--- src/rtl/muldiv_sequencer.sv ---
// Iterative MULT/MULTU/DIV/DIVU unit that owns HI/LO. It runs one radix-2 step per
// cycle on operand magnitudes, then applies a single sign-fix cycle before writing HI/LO.
module muldiv_sequencer #(
  parameter int NB_REG = 32,
  parameter int NB_OP  = 2
) (
  input  logic              i_clock,
  input  logic              i_reset,
  input  logic              i_valid,
  input  logic              i_start,
  input  logic [NB_OP-1:0]  i_op,
  input  logic [NB_REG-1:0] i_a,
  input  logic [NB_REG-1:0] i_b,
  input  logic              i_mthi,
  input  logic              i_mtlo,
  input  logic              i_mf,
  input  logic              i_flush,
  output logic [NB_REG-1:0] o_hi,
  output logic [NB_REG-1:0] o_lo,
  output logic              o_busy,
  output logic              o_stall,
  output logic              o_done,
  output logic              o_div_by_zero
);
  localparam int NB_CNT = $clog2(NB_REG) + 1;

  typedef enum logic [1:0] {IDLE, RUN, FIX} state_t;
  state_t state, state_next;

  logic [NB_CNT-1:0] cnt;
  logic [NB_REG-1:0] opnd, acc_hi, acc_lo;
  logic              is_div, neg_res, neg_rem;

  logic              accept, op_div, op_sgn, a_neg, b_neg, dbz, run_last;
  logic [NB_REG-1:0] a_mag, b_mag;
  logic [NB_REG:0]   mul_sum, div_shift, div_diff;
  logic [2*NB_REG-1:0] prod_fix;
  logic [NB_REG-1:0] quo_fix, rem_fix;

  // flush in IDLE only suppresses a simultaneous start
  assign accept   = (state == IDLE) && i_valid && i_start && !i_flush;
  assign op_div   = i_op[1];
  assign op_sgn   = ~i_op[0];
  assign a_neg    = op_sgn & i_a[NB_REG-1];
  assign b_neg    = op_sgn & i_b[NB_REG-1];
  assign a_mag    = a_neg ? -i_a : i_a;
  assign b_mag    = b_neg ? -i_b : i_b;
  assign dbz      = accept & op_div & (i_b == '0);
  assign run_last = (cnt == NB_CNT'(NB_REG - 1));

  assign o_stall  = o_busy & (i_mf | i_start | i_mthi | i_mtlo);

  // multiply: shift-add with {acc_hi,acc_lo} as the product/multiplier register
  assign mul_sum   = {1'b0, acc_hi} + (acc_lo[0] ? {1'b0, opnd} : '0);
  // divide: restoring; acc_hi is the partial remainder, acc_lo shifts dividend out / quotient in
  assign div_shift = {acc_hi, acc_lo[NB_REG-1]};
  assign div_diff  = div_shift - {1'b0, opnd};

  assign prod_fix = neg_res ? -{acc_hi, acc_lo} : {acc_hi, acc_lo};
  assign quo_fix  = neg_res ? -acc_lo : acc_lo;
  assign rem_fix  = neg_rem ? -acc_hi : acc_hi;

  always_ff @(posedge i_clock or posedge i_reset) begin
    if (i_reset) state <= IDLE;
    else         state <= state_next;
  end

  always_comb begin
    state_next = state;
    case (state)
      IDLE:    if (accept && !dbz) state_next = RUN;
      RUN:     if (i_flush) state_next = IDLE;
               else if (run_last) state_next = FIX;
      FIX:     state_next = IDLE;
      default: state_next = IDLE;
    endcase
  end

  always_ff @(posedge i_clock or posedge i_reset) begin
    if (i_reset) begin
      cnt           <= '0;
      opnd          <= '0;
      acc_hi        <= '0;
      acc_lo        <= '0;
      is_div        <= 1'b0;
      neg_res       <= 1'b0;
      neg_rem       <= 1'b0;
      o_hi          <= '0;
      o_lo          <= '0;
      o_busy        <= 1'b0;
      o_done        <= 1'b0;
      o_div_by_zero <= 1'b0;
    end else begin
      o_done        <= 1'b0;
      o_div_by_zero <= 1'b0;
      case (state)
        IDLE: begin
          if (dbz) begin
            o_hi          <= i_a;
            o_lo          <= '1;
            o_done        <= 1'b1;
            o_div_by_zero <= 1'b1;
          end else if (accept) begin
            cnt     <= '0;
            is_div  <= op_div;
            neg_res <= a_neg ^ b_neg;
            neg_rem <= a_neg;
            acc_hi  <= '0;
            opnd    <= op_div ? b_mag : a_mag;
            acc_lo  <= op_div ? a_mag : b_mag;
            o_busy  <= 1'b1;
          end else if (i_valid && !i_start) begin
            if (i_mthi) o_hi <= i_a;
            if (i_mtlo) o_lo <= i_a;
          end
        end
        RUN: begin
          if (i_flush) o_busy <= 1'b0;
          cnt <= cnt + NB_CNT'(1);
          if (is_div) begin
            if (!div_diff[NB_REG]) begin
              acc_hi <= div_diff[NB_REG-1:0];
              acc_lo <= {acc_lo[NB_REG-2:0], 1'b1};
            end else begin
              acc_hi <= div_shift[NB_REG-1:0];
              acc_lo <= {acc_lo[NB_REG-2:0], 1'b0};
            end
          end else begin
            acc_hi <= mul_sum[NB_REG:1];
            acc_lo <= {mul_sum[0], acc_lo[NB_REG-1:1]};
          end
        end
        FIX: begin
          o_busy <= 1'b0;
          if (!i_flush) begin
            o_done <= 1'b1;
            if (is_div) begin
              o_hi <= rem_fix;
              o_lo <= quo_fix;
            end else begin
              o_hi <= prod_fix[2*NB_REG-1:NB_REG];
              o_lo <= prod_fix[NB_REG-1:0];
            end
          end
        end
        default: o_busy <= 1'b0;
      endcase
    end
  end
endmodule

--- config.mk ---
export PLATFORM = sky130hd
export DESIGN_NAME = muldiv_sequencer
export DESIGN_NICKNAME = d
export VERILOG_FILES = /design/src/rtl/muldiv_sequencer.sv
export SDC_FILE = /design/constraint.sdc
export NUM_CORES = 1
export LEC_CHECK = 0
export CAP_MARGIN = 10
export CORE_MARGIN = 2
export CORE_UTILIZATION = 45
export DETAILED_ROUTE_END_ITERATION = 10
export PLACE_DENSITY_LB_ADDON = 0.05
export SLEW_MARGIN = 20
export SYNTH_ARGS = -nofsm -noshare
export SYNTH_HDL_FRONTEND = slang
export SYNTH_SLANG_ARGS = --single-unit
--- constraint.sdc ---
create_clock -name i_clock -period 16.8 [get_ports i_clock]
set_input_delay 4.2 -clock i_clock [delete_from_list [all_inputs] [get_ports i_clock]]
set_output_delay 4.2 -clock i_clock [all_outputs]
set_load 0.01 [all_outputs]
==> flow_summary.json <==
{
  "fin_crit_ps": 9770,
  "firstDrtPassIters": 5,
  "clock_latency_ps": 460,
  "dieArea_um2": 34100,
  "fin_setup_tns_ps": 0,
  "cp_slowest_cell": "clkdlybuf4s50_1",
  "tritoncts": "built",
  "crit_type": "in -> out",
  "synth_seq_cells": 174,
  "cp.arrival_ps": 5570,
  "synthArstFlopShare_pct": 100,
  "p_leak_nw": 7.08,
  "gp_congestion": 0.889,
  "cts_root_buffer": "clkbuf_16",
  "grt_overflow": 0,
  "drv_cap": 0,
  "synth_ff_type": "dfrtp_1",
  "htree_levels": 4,
  "drtAntennaViolNets": 0,
  "post_cts_buffers": 0,
  "nNetsFinal": 2058,
  "mostFrequentLayoutCell": "nor2_1",
  "finalWirelength_um": 53600,
  "grt_pass1_vias": 13200,
  "synthCells": 1847,
  "crit_chain": "clkdlybuf4s50_1 > o41a_1 > clkdlybuf4s50_1",
  "syn-num-nets": 1992,
  "fmax_mhz": 102,
  "yosysTopAreaCell": "dfrtp_1",
  "ys_seq_area_share_pct": 29.6,
  "cts.path.max_buffers": 2,
  "dp_hpwl_um": 41200,
  "max_slew.worst_pin.slew_ps": 1090,
  "rsz0062_at_grt": "false",
  "initial_core_util_pct": 45.4,
  "synth_top_area_share_pct": 29.6,
  "mostFrequentLayoutCells": "216 x nor2_1, 173 x dfrtp_1, 165 x a21oi_1, 157 x nand2_1, 149 x o21ai_0",
  "status": "completed",
  "vias": 14600,
  "cts_sinks": 174,
  "chipHeight_um": 185,
  "holdCritPathClass": "reg -> reg",
  "cp_max_fo": 4,
  "die_x_um": 185,
  "grt_pass1_wl_um": 81500,
  "hold_ws_ps": 484,
  "path_buf_inv": 2,
  "finalCritPeriodShare_pct": 58.1,
  "cts_made_buffers": 17,
  "cp_slowest_stage_delay_ps": 480,
  "grt_usage_pct": 31.7,
  "portBuffers": 141,
  "cp-start-kind": "input port",
  "synth_area_leaders": "dfrtp_1 30%, ha_1 5.9%, a21oi_1 5.6%",
  "synthesis.area_um2": 14700,
  "crit_family": "buffers and inverters",
  "dr.first_iter.drc_count": 1553,
  "area_growth_pct": 15.9,
  "drive_gt1_share_pct": 4.88,
  "via_per_inst": 6.17,
  "max_slew_margin_pct": 27.3,
  "grt_max_degree": 68,
  "cts_resized": 0,
  "vdd_drop_max_mv": 0.111,
  "core_um2": 32400,
  "routedWlPerCell_um": 22.6,
  "rows": 66,
  "cts_hold_buf": 0,
  "ys_warn_count": 0,
  "top_level_ports": 142,
  "cp.required_ps": 12600,
  "syn_avg_cell_area_um2": 7.96,
  "worst_slack_ps": 7030,
  "crit_path_frequent_cell": "clkdlybuf4s50_1",
  "cp-end-kind": "output port",
  "clk_pin_slew_ps": 70,
  "drv_slew": 0,
  "ys_types": 68,
  "p_per_area_nw_per_um2": 149,
  "antenna_found_initial": 2,
  "drc": 0,
  "pre_cts_slack_ps": 7030,
  "hold_violations": 0,
  "setup_violations": 0,
  "synth-edff-count": 0,
  "skew_ps": 22.8
}
==> layout make-up <==
type	count	area, um2
Tap cell	442	553
Multi-Input combinational cell	1486	9680
Clock buffer	17	425
Fill cell	3177	15300
Timing Repair Buffer	164	1580
Sequential cell	174	4360
Clock inverter	15	165
Inverter	70	268
Antenna cell	1	2.50
==> path summary, 6_finish.rpt <==
| kind | startpoint | end | slack, ps | cells past startpoint |
|---|---|---|---|---|
| setup reg to reg | acc_lo[31]$_DFFE_PP0P_ | acc_hi[31]$_DFFE_PP0P_ | 12260 | 13 |
| hold / removal | o_lo[14]$_DFFE_PP0P_ | o_lo[14]$_DFFE_PP0P_ | 480 | 2 |
| max in group asynchronous | i_reset | acc_hi[28]$_DFFE_PP0P_ | 11210 | 3 |
| min in group asynchronous | i_reset | o_lo[17]$_DFFE_PP0P_ | 4210 | 2 |
| hold reg to reg | o_lo[14]$_DFFE_PP0P_ | o_lo[14]$_DFFE_PP0P_ | 480 | 2 |
| setup / recovery | i_start | o_stall | 7030 | 3 |
==> per-stage QoR <==
stage	total power, mW	cell area [um2]	std cells	utilization [%]
2_1_floorplan	1.65	14700	1847	-
3_3_place_gp	2.08	16400	2336	50.8
3_5_place_dp	2.10	16400	2336	50.8
4_1_cts	2.52	17000	2368	52.6
5_1_grt	2.71	17000	2368	52.6
6_report	2.54	17000	2369	52.6
==> cells in the mapped netlist, types with 4 or more instances <==
cell	instances
nor3_1	39
nor4_1	15
or2_2	9
o31a_1	4
nor3b_1	16
a221oi_1	20
nand2b_1	22
and4_1	6
a2111oi_0	8
o221ai_1	23
nor2_1	217
nand3_1	22
mux2i_1	69
dfrtp_1	174
buf_1	10
a221o_1	8
nor2b_1	15
a22oi_1	22
a32oi_1	6
o31ai_1	33
nand3b_1	4
o21ai_0	149
o21a_1	6
and2_1	11
o41ai_1	11
a31oi_1	26
ha_1	69
or4_1	8
a21o_1	24
xor2_1	72
inv_1	70
o211ai_1	12
a21boi_0	5
a21oi_1	165
nand4_1	13
nand2_1	157
o21bai_1	8
mux2_2	7
xnor2_1	94
and3_1	9
clkbuf_1	102
or3_1	21
a211oi_1	23
==> kinds of logic after synthesis <==
family / after synthesis / synth area share (%)
adder cells (fa/ha/maj): 71 / 6.15
flip-flops: 174 / 29.6
AND/OR/NAND/NOR: 598 / 19.4
AO/OA/AOI/OAI: 575 / 24.9
multiplexers: 76 / 5.23
XOR/XNOR: 166 / 9.89
buffers and inverters: 187 / 4.86
==> layer usage <==
metal / track usage [%] / share of wire, %
met1: 48.4 / 48
met4: 8.73 / 2.2
met5: 0 / 0
met3: 3.89 / 7.6
met2: 46.7 / 43
==> where the power goes <==
part	total (mW)	leakage, nW	switching, mW	internal (mW)
logic	1.40	4.68	0.818	0.587
clock network	0.413	0.292	0.212	0.201
registers	0.722	2.11	0.193	0.529
==> worst reg2reg max path: stages (launching register included) <==
cell and delay (ps):
dfrtp_1 560, inv_1 190, ha_1 260, fa_1 380
nand2b_1 200, a21o_1 210, a21oi_1 290, o211ai_1 350
mux2_2 420, nor2_4 100, buf_4 520, nand3_1 140
a2111oi_0 580, o21ai_0 180
==> flip-flops by register name, indices dropped and copies added, names as in the netlist, 2 cells and up <==
signal and cells:
acc_hi 32, acc_lo 32, cnt 6, o_lo 32, opnd 32, o_hi 32, state 2
(Power assumes the default switching activity.)
